[config.mk]
export PLATFORM = sky130hd
export DESIGN_NAME = fifo_uart_tx
export DESIGN_NICKNAME = d
export VERILOG_FILES = /design/src/rtl/fifo_uart_tx.sv
export SDC_FILE = /design/constraint.sdc
export NUM_CORES = 1
export LEC_CHECK = 0
export ABC_AREA = 1
export CORE_MARGIN = 3
export CORE_UTILIZATION = 63
export DETAILED_ROUTE_END_ITERATION = 16
export DONT_BUFFER_PORTS = 1
export PLACE_DENSITY = 0.79
export SYNTH_ARGS = -nofsm -noshare
export SYNTH_HDL_FRONTEND = slang
export SYNTH_SLANG_ARGS = --single-unit
[constraint.sdc]
create_clock -name clk -period 2 [get_ports clk]
set_input_delay 0.1 -clock clk [delete_from_list [all_inputs] [get_ports clk]]
set_output_delay 0.1 -clock clk [all_outputs]
set_load 0.05 [all_outputs]
[src/rtl/fifo_uart_tx.sv]
// fifo_uart_tx: pops a sync FIFO and serialises each byte as start, DATA_W bits LSB-first, stop.
// Define PARITY_EN to insert an even-parity bit between the data bits and the stop bit.
module fifo_uart_tx #(
  parameter int DATA_W       = 8,
  parameter int CLKS_PER_BIT = 16
) (
  input  logic              clk,
  input  logic              rst_n,
  input  logic              tx_en,
  input  logic              fifo_empty,
  input  logic [DATA_W-1:0] fifo_rd_data,
  output logic              fifo_rd_enb,
  output logic              tx,
  output logic              busy,
  output logic              byte_done,
  output logic [7:0]        tx_count
);
  typedef enum logic [2:0] {IDLE, FETCH, LOAD, START, DATA, PARITY, STOP} state_e;
  localparam logic [15:0] BAUD_LAST = 16'(CLKS_PER_BIT - 1);
  localparam logic [15:0] BAUD_PRE  = 16'(CLKS_PER_BIT - 2);
  localparam logic [2:0]  IDX_LAST  = 3'(DATA_W - 1);
  state_e            state_q;
  logic [15:0]       baud_q, baud_d;
  logic [2:0]        idx_q;
  logic [DATA_W-1:0] shift_q;
  logic              tx_q, rd_q, busy_q, done_q;
  logic [7:0]        count_q;
  logic              baud_last, timing;
`ifdef PARITY_EN
  logic              par_q;
`endif
  assign timing    = state_q inside {START, DATA, PARITY, STOP};
  assign baud_last = baud_q == BAUD_LAST;
  // the baud counter restarts on every state entry and at each data-bit boundary
  assign baud_d    = (timing && !baud_last) ? baud_q + 16'd1 : '0;
  always_ff @(posedge clk or negedge rst_n) begin
    if (!rst_n) begin
      state_q <= IDLE;
      baud_q  <= '0;
      idx_q   <= '0;
      shift_q <= '0;
      tx_q    <= 1'b1;
      rd_q    <= 1'b0;
      busy_q  <= 1'b0;
      done_q  <= 1'b0;
      count_q <= '0;
`ifdef PARITY_EN
      par_q   <= 1'b0;
`endif
    end else begin
      baud_q <= baud_d;
      rd_q   <= 1'b0;
      done_q <= 1'b0;
      case (state_q)
        IDLE: if (tx_en && !fifo_empty) begin
          state_q <= FETCH;
          rd_q    <= 1'b1;
          busy_q  <= 1'b1;
        end
        FETCH: state_q <= LOAD;
        LOAD: begin
          shift_q <= fifo_rd_data;
`ifdef PARITY_EN
          par_q   <= ^fifo_rd_data;
`endif
          state_q <= START;
          tx_q    <= 1'b0;
        end
        START: if (baud_last) begin
          state_q <= DATA;
          idx_q   <= '0;
          tx_q    <= shift_q[0];
          shift_q <= shift_q >> 1;
        end
        DATA: if (baud_last) begin
          if (idx_q == IDX_LAST) begin
`ifdef PARITY_EN
            state_q <= PARITY;
            tx_q    <= par_q;
`else
            state_q <= STOP;
            tx_q    <= 1'b1;
`endif
          end else begin
            idx_q   <= idx_q + 3'd1;
            tx_q    <= shift_q[0];
            shift_q <= shift_q >> 1;
          end
        end
`ifdef PARITY_EN
        PARITY: if (baud_last) begin
          state_q <= STOP;
          tx_q    <= 1'b1;
        end
`endif
        STOP: begin
          // done and the frame count land together on the final stop-bit cycle
          if (baud_q == BAUD_PRE) begin
            done_q  <= 1'b1;
            count_q <= count_q + 8'd1;
          end
          if (baud_last) begin
            state_q <= IDLE;
            busy_q  <= 1'b0;
          end
        end
        default: state_q <= IDLE;
      endcase
    end
  end
  assign fifo_rd_enb = rd_q;
  assign tx          = tx_q;
  assign busy        = busy_q;
  assign byte_done   = done_q;
  assign tx_count    = count_q;
endmodule

==> flow_summary.toml, run 1 <==
[die]
num_rows = 21
core_area_um2 = 3490
die_w_um = 67.7
dieArea_um2 = 4580
start_util_pct = 68.6
die_height_um = 67.7
io_pins = 24

[timing]
fin_setup_tns_ps = 0
slew_headroom_pct = 62.0
timing.hold.ws_ps = 39.7
setup_violations = 0
slew_viol_final = 0
tightest_slew_ps = 571
hold_violations = 0
period_needed_ps = 1710
finalWorstSetupSlack_ps = 288
clock_skew_ps = 8.36
fmax_mhz = 584
rsz0062_at_grt = "false"
post-route-period-util_pct = 85.6

[layout]
nNetsFinal = 340
drive_gt1_share_pct = 9.57
syn2layout_area_growth_pct = 8.04
layout_commonest_cell = "nand2_1"
final_cell_mix = "nand2_1, nor2_1, dfrtp_1"
diodes = 0

[critical_path]
worstPathMaxFanout = 13
worst_setup_path_start_kind = "flip-flop"
crit_family = "simple AND/OR/NAND/NOR gates"
critPathBufInv = 0
crit-reg2reg-launch = "baud_q[0]"
r2r_cells = 8
path_class = "flip-flop to flip-flop"
slowest_delay_ps = 410
rrSetupSlack_ps = 290
critPathLaunch = "baud_q[0]"
cp.arrival_ps = 1900
reg2reg_to = "shift_q[2]"
end_kind = "flip-flop"
worstPathCellList = "ha_1, nand3_2, nor2_4, nand2_4, nand2_4, nand2_2, nand2_1, nand2_1"
cp.required_ps = 2180
cp_slowest_cell = "dfrtp_1"

[synth]
yosys.area.top_type = "dfrtp_1"
syn_area_per_cell_um2 = 7.68
synth_cell_type_count = 30
synth_top_area_share_pct = 42.8
ys_ff_latch = 42
seq_area_frac_synth_pct = 43.9
synth_edf_count = 0
syn-instance-count = 312
yosys-top-cells-area = "dfrtp_1, nand2_1, nand3_1"
async_flop_share_pct = 100
netlist_area_um2 = 2400
ys.flop_type = "dfrtp_1"
synth_warnings = 0
syn_nets = 329

[drt]
vias = 1969
drtIter0Drc = 150
avgRoutedWirePerCell_um = 12.8
avgViaCountPerCell = 5.32
drcViolationCount = 0
finalWirelength_um = 4750
antenna_left = 0
drt_first_pass_iters = 4

[global_route]
grt_pass1_vias = 1794
antenna_found_initial = 0
grt_pass1_wl_um = 7890
grt-ovfl-total = 0
grt_start_max_net_pins = 43
grt_use_total_pct = 23.0

[worst_hold_path]
min-delay-start = "fifo_rd_data[7]"
hold_path.class = "primary input to flip-flop"
hold_path_depth = 4
whs_endpoint = "shift_q[7]"

[clocking]
path_clk_slew_ps = 70
root_buffer = "clkbuf_8"
cts.sinks = 42
h-tree-depth = 2
tritoncts = "done"
postCtsSetupRepairBufs = 0
clk-insertion-delay-late_ps = 300
clockBufferDepth = 2
numCtsBuffers = 5

[placed_design]
place_ws_ps = 316
portBuffers = 0
routabilityCongestion = 0.831
dp_hpwl_um = 3280

[power_and_ir_drop]
peakVddDrop_mv = 0.358
leakage_nw = 1.30
powerDensity_nw_per_um2 = 605

[run]
drv_cap = 0

[outcome]
status = "finished clean"
layout make-up:
cell class                      instances  area, µm²
Clock buffer                            7       76.3
Clock inverter                          1       30.0
Fill cell                             289        906
Inverter                               23       87.6
Multi-Input combinational cell        241       1190
Sequential cell                        42       1050
Tap cell                               46       57.6
Timing Repair Buffer                   10       95.1
metal layers:
layer  vias up  share of wire, %  GRT usage (%)
met2        34                49           39.2
met5         -                 0              0
met1       919                47           28.8
met3         6               3.6           4.66
met4         0              0.88           7.85
li1       1010                 -              -
how the worst max path moves through the flow:
stage	endpoint	slack (ps)	cells past startpoint
6_report	shift_q[2]	290	8
5_1_grt	shift_q[3]	170	8
4_1_cts	shift_q[2]	300	8
3_5_place_dp	shift_q[0]	320	8
3_3_place_gp	shift_q[3]	360	8
2_1_floorplan	tx_count[4]	550	5
cell families (layout without fill, tap and decap cells):
family	after synthesis	in the layout	synth area share, %
xor gates and xnor gates	13	13	4.75
and+or+nand+nor	213	213	39.6
adders and majority gates	5	5	2.61
DFF	42	42	43.9
buffers and inverters	29	41	6.42
AOI/OAI and AO/OA	10	10	2.66
sequential cells by signal, indices dropped and copies added, names as in the netlist:
name	cells
baud_q	16
busy	1
byte_done	1
fifo_rd_enb	1
idx_q	3
shift_q	8
state_q	3
tx	1
tx_count	8
worst reg2reg max path, delay by kind of cell (launching register included):
kind                     cells  cell delay [ps]
flip-flops                   1              410
AND/OR/NAND/NOR              7              920
adder cells (fa/ha/maj)      1              270
where the power goes:
group | total, mW | internal, mW | switching [mW]
Sequential | 0.870 | 0.857 | 0.0130
Combinational | 0.0394 | 0.0149 | 0.0245
Clock | 0.657 | 0.374 | 0.284
Total | 1.57 | 1.25 | 0.321
stage by stage:
step / power [mW] / area (µm²) / util (%) / instances
final: 1.57 / 2590 / 74.1 / 370
after floorplan: 0.898 / 2400 / - / 312
after global routing: 1.63 / 2590 / 74.1 / 370
after global placement: 0.901 / 2430 / 69.6 / 358
after detailed placement: 0.902 / 2430 / 69.6 / 358
after CTS: 1.58 / 2590 / 74.1 / 370
what timing repair did:
action | CTS | global route
hold buffers | 4 | 0
resized for setup | 0 | 0
endpoints found under the hold margin | 43 | 0
cells in the mapped netlist, types with 2 or more instances:
| library cell | n |
|---|---|
| nand2_1 | 104 |
| nor2_1 | 46 |
| dfrtp_1 | 41 |
| nand3_1 | 38 |
| inv_1 | 19 |
| xor2_1 | 11 |
| nor3_1 | 6 |
| ha_1 | 5 |
| o21ai_0 | 5 |
| nand3_2 | 4 |
| a21oi_1 | 3 |
| buf_6 | 3 |
| inv_2 | 3 |
| nand2_4 | 3 |
| nand2_2 | 2 |
| nand3b_1 | 2 |
| nand4_1 | 2 |
| nor2_4 | 2 |
| xnor2_1 | 2 |
(Power assumes the default switching activity.)
==> inputs of run 2 (changes only) <==
--- a/config.mk
+++ b/config.mk
@@ -5,11 +5,12 @@
 export SDC_FILE = /design/constraint.sdc
 export NUM_CORES = 1
 export LEC_CHECK = 0
-export ABC_AREA = 1
+export ABC_AREA = 0
 export CORE_MARGIN = 3
 export CORE_UTILIZATION = 63
 export DETAILED_ROUTE_END_ITERATION = 16
 export DONT_BUFFER_PORTS = 1
+export GPL_ROUTABILITY_DRIVEN = 0
 export PLACE_DENSITY = 0.79
 export SYNTH_ARGS = -nofsm -noshare
 export SYNTH_HDL_FRONTEND = slang
==> run 2 against run 1 <==
- worst setup slack worse by 210 ps
- count of clock-buffer cells in the layout down 1
- critical path type unchanged
- power up 1.5%
- via count down 3.4%
- hold slack worse by 18 ps
==> flow_summary.toml, run 2 <==
[clocking]
path_clk_slew_ps = 80
tritoncts = "done"
cts.sinks = 42
h-tree-depth = 2
clk-insertion-delay-late_ps = 300
root_buffer = "clkbuf_8"
clockBufferDepth = 2
numCtsBuffers = 5

[power_and_ir_drop]
seq_power_share_pct = 54.5
comb_power_share_pct = 3.3
peakVddDrop_mv = 0.499
swShare_pct = 21.2
leakage_nw = 1.19
p_switching_mw = 0.337
powerDensity_nw_per_um2 = 583
p_int_mw = 1.25
p_clk_share_pct = 42.3

[synth]
syn_area_per_cell_um2 = 10.0
synth_warnings = 0
yosysMostFrequentCell = "dfrtp_1"
synth_xor_area_share_pct = 7.73
synth_top_area_share_pct = 43.1
synth_top_family_by_area = "simple AND/OR/NAND/NOR gates"
yosys-top-cells-area = "dfrtp_1, xnor2_1, mux2_4"
seq_area_frac_synth_pct = 44.2
ys.flop_type = "dfrtp_1"
syn_nets = 255
yosys.area.top_type = "dfrtp_1"
synth-simple-area-share_pct = 22.7
yosys.area_share.adder_pct = 3.05
synth.top_cells.by_count = "dfrtp_1, nor2_1, xnor2_1, nand3_1, inv_1"
async_flop_share_pct = 100
synth_cell_type_count = 44
synth_edf_count = 0
synth_compound_area_share_pct = 11.3
netlist_area_um2 = 2380
ys_ff_latch = 42
syn-instance-count = 238
muxShareOfSynthArea_pct = 6.36

[placed_design]
dp_hpwl_um = 3510
place_area_um2 = 2530
portBuffers = 0

[die]
die_w_um = 67.5
io_pins = 24
dieArea_um2 = 4550
num_rows = 21
start_util_pct = 68.1
core_area_um2 = 3490
die_height_um = 67.5

[timing]
period_needed_ps = 1920
hold_violations = 0
setup_violations = 0
post-route-period-util_pct = 95.9
rsz0062_at_grt = "false"
slew_viol_final = 0
tightest_slew_ps = 525
timing.hold.ws_ps = 21.8
fmax_mhz = 521
fin_setup_tns_ps = 0
clock_skew_ps = 10.7
slew_headroom_pct = 65.0

[layout]
regMostFlops = "baud_q"
final_cell_mix = "dfrtp_1, nor2_1, xnor2_1"
largest_register_ffs = 16
nNetsFinal = 272
drive_gt1_share_pct = 20.7
diodes = 0
layout_commonest_cell = "dfrtp_1"
syn2layout_area_growth_pct = 14.6
fin_area_um2 = 2730

[critical_path]
crit_family = "adder cells"
end_kind = "flip-flop"
cp.required_ps = 2190
cp.arrival_ps = 2110
worstPathCellList = "ha_1, ha_2, nor4b_4, a21oi_2, o21ai_4, buf_12, mux2_4"
cp_slowest_cell = "dfrtp_1"
worstPathMaxFanout = 8
critPathBufInv = 1
worst_setup_path_start_kind = "flip-flop"
path_class = "flip-flop to flip-flop"
slowest_delay_ps = 400

[worst_hold_path]
hold_path.class = "primary input to flip-flop"

[drt]
antenna_left = 0
avgRoutedWirePerCell_um = 18.0
finalWirelength_um = 5430
vias = 1902
drtIter0Drc = 179
avgViaCountPerCell = 6.30
drcViolationCount = 0
drt_first_pass_iters = 4

[run]
drv_cap = 0

[global_route]
antenna_found_initial = 0
grt-ovfl-total = 0
grt_start_max_net_pins = 43
grt_use_total_pct = 26.4
grt_pass1_wl_um = 8970
grt_pass1_vias = 1916

[outcome]
status = "finished clean"
## run 2: final timing paths
path / start / end / slack, ps / depth (start not counted)
max reg2reg: idx_q[0] / shift_q[4] / 80 / 7
max in group asynchronous: rst_n / tx / 1490 / 2
min: tx_en / busy / 20 / 2
min in group asynchronous: rst_n / busy / 250 / 2
max: idx_q[0] / shift_q[4] / 80 / 7
min reg2reg: baud_q[0] / baud_q[0] / 530 / 1
## run 2: repair_timing
action,CTS,global route
buffers inserted,1,1
pin swaps,1,1
setup endpoints to repair,8,8
endpoints found under the hold margin,44,0
gates resized for setup,2,1
hold buffers,4,0
## run 2: per-layer routing
metal	GRT usage, %	vias up	wire length, µm
met5	0	-	0
met4	13.2	0	119
met3	4.99	16	269
met2	45.0	58	2860
met1	31.8	947	2180
li1	-	881	-
## run 2: power groups by stage
stage / Clock (mW) / Combinational, mW / Sequential, mW
floorplan: 0 / 0.0222 / 0.881
global placement: 0 / 0.0234 / 0.882
detailed placement: 0 / 0.0251 / 0.883
CTS: 0.677 / 0.0522 / 0.866
global route: 0.722 / 0.0581 / 0.867
finish: 0.673 / 0.0518 / 0.866
## run 2: final cells by class
type | instances | area [µm²]
well taps | 46 | 57.6
fillers | 221 | 767
repair buffers | 22 | 223
clock inverters | 2 | 37.5
multi-input cells | 171 | 1240
flip-flops and latches | 42 | 1050
clock buffers | 6 | 72.6
inverters | 13 | 48.8
## run 2: cells by family after synthesis
group / Yosys count
AND/OR/NAND/NOR: 92
adder cells (fa/ha/maj): 6
AO/OA/AOI/OAI: 41
buffers and inverters: 25
multiplexers: 11
flip-flops: 42
XOR/XNOR: 21
## run 2: stage by stage
step,worst slack (ps),utilization [%],total power [mW],cells
floorplan,25.8,-,0.903,238
global placement,77.7,72.5,0.906,288
detailed placement,-52.9,72.5,0.908,288
CTS,11.9,77.6,1.59,301
global route,11.3,78.1,1.65,302
finish,81.1,78.1,1.59,302
==> inputs of run 3 (changes only) <==
--- a/config.mk
+++ b/config.mk
@@ -5,13 +5,12 @@
 export SDC_FILE = /design/constraint.sdc
 export NUM_CORES = 1
 export LEC_CHECK = 0
-export ABC_AREA = 0
 export CORE_MARGIN = 3
-export CORE_UTILIZATION = 63
+export CORE_UTILIZATION = 60
 export DETAILED_ROUTE_END_ITERATION = 16
 export DONT_BUFFER_PORTS = 1
 export GPL_ROUTABILITY_DRIVEN = 0
-export PLACE_DENSITY = 0.79
+export PLACE_DENSITY = 0.76
 export SYNTH_ARGS = -nofsm -noshare
 export SYNTH_HDL_FRONTEND = slang
 export SYNTH_SLANG_ARGS = --single-unit
==> run 3 against run 2 <==
- sequential cell count is the same
- clock power is 16% lower
- critical path depth is the same
- sequential power about the same
- via count down 4.6%
- fmax up 0.68%
- largest cell class unchanged
- highest routed layer unchanged
==> flow_summary.toml, run 3 (synthesis results as in run 2) <==
[outcome]
status = "finished clean"

[layout]
largest_register_ffs = 16
regMostFlops = "baud_q"
layout_commonest_cell = "dfrtp_1"
syn2layout_area_growth_pct = 11.7
final_cells = 302
final_cell_mix = "dfrtp_1, nor2_1, xnor2_1"
drive_gt1_share_pct = 20.1
diodes = 0
nNetsFinal = 270

[die]
num_rows = 22
die_w_um = 69.0
start_util_pct = 63.6
dieArea_um2 = 4760
core_area_um2 = 3740
die_height_um = 69.0
io_pins = 24

[worst_hold_path]
whs_endpoint = "busy"
min-delay-start = "tx_en"
hold_path.class = "primary input to flip-flop"
hold_path_depth = 2

[clocking]
h-tree-depth = 2
root_buffer = "clkbuf_8"
numCtsBuffers = 5
clk-insertion-delay-late_ps = 300
tritoncts = "done"
cts.sinks = 42
path_clk_slew_ps = 80
clockBufferDepth = 2

[power_and_ir_drop]
peakVddDrop_mv = 0.424
p_int_mw = 1.16
finalPower_mw = 1.48
swShare_pct = 21.7
comb_power_share_pct = 3.3
seq_power_share_pct = 58.4
p_switching_mw = 0.322
leakage_nw = 1.16
p_clk_share_pct = 38.3
powerDensity_nw_per_um2 = 558

[critical_path]
end_kind = "flip-flop"
rrSetupSlack_ps = 90
cp.required_ps = 2180
path_class = "flip-flop to flip-flop"
worst_setup_path_start_kind = "flip-flop"
crit-reg2reg-launch = "idx_q[0]"
reg2reg_to = "shift_q[4]"
cp.arrival_ps = 2090
r2r_cells = 7
worstPathMaxFanout = 8

[timing]
slew_viol_final = 0
rsz0062_at_grt = "false"
fmax_mhz = 525
period_needed_ps = 1910
tightest_slew_ps = 521
clock_skew_ps = 13.9
post-route-period-util_pct = 95.3
setup_violations = 0
slew_headroom_pct = 65.3
hold_violations = 0

[drt]
vias = 1814
avgRoutedWirePerCell_um = 16.8
drt_first_pass_iters = 4
drtIter0Drc = 142
finalWirelength_um = 5060
antenna_left = 0
avgViaCountPerCell = 6.01
drcViolationCount = 0

[placed_design]
portBuffers = 0
place_inst = 290
dp_hpwl_um = 3440

[global_route]
grt_use_total_pct = 23.6
grt_pass1_wl_um = 8250
grt_pass1_vias = 1808
grt-ovfl-total = 0
grt_start_max_net_pins = 43
antenna_found_initial = 0

[run]
drv_cap = 0
-- run 3: power groups by stage --
stage	Combinational, mW	Sequential, mW	Clock, mW
global route	0.0552	0.867	0.611
CTS	0.0505	0.866	0.581
global placement	0.0237	0.883	0
finish	0.0497	0.866	0.568
floorplan	0.0222	0.881	0
detailed placement	0.0251	0.883	0
-- run 3: metrics by stage --
stage	hold WS (ps)	instance area, µm²	util (%)	setup slack (ps)	setup TNS, ps
after floorplan	-196	2380	-	25.8	0
final	9.01	2660	71.0	94.2	0
after CTS	4.62	2650	70.7	17.3	0
after global placement	-194	2510	67.0	68.6	0
after detailed placement	-194	2510	67.0	-10.2	-35.0
after global routing	43.1	2660	71.0	38.6	0
-- run 3: final cells by class --
type	count	area, µm²
clock buffers	8	90.1
flip-flops and latches	42	1050
well taps	48	60.1
repair buffers	20	180
fillers	281	1080
inverters	13	48.8
multi-input cells	171	1230
-- run 3: worst max-delay path, stage by stage, from the launching register on --
cell	delay, ps
dfrtp_1	400
ha_1	220
ha_2	200
nor4b_4	250
a21oi_2	100
o21ai_4	160
buf_12	160
mux2_4	300
-- run 3: per-layer routing --
metal	global-route usage, %	vias up	routed length, µm
met5	0	-	0
met4	7.54	0	87
met3	6.00	10	172
met2	41.9	31	2520
met1	27.5	892	2280
li1	-	881	-
-- run 3: how the worst max path moves through the flow --
| stage | slack, ps | start | end |
|---|---|---|---|
| final | 90 | idx_q[0] | shift_q[4] |
| after global routing | 40 | idx_q[0] | shift_q[4] |
| after CTS | 20 | idx_q[0] | shift_q[4] |
| after detailed placement | -10 | idx_q[0] | shift_q[3] |
| after global placement | 70 | idx_q[0] | shift_q[2] |
| after floorplan | 30 | idx_q[0] | shift_q[0] |
-- run 3: what timing repair did --
item / CTS / global route
resized for setup: 0 / 2
endpoints found under the hold margin: 44 / 0
setup buffers: 1 / 0
endpoints found under the setup margin: 8 / 8
pin swaps: 1 / 1
hold buffers: 3 / 0
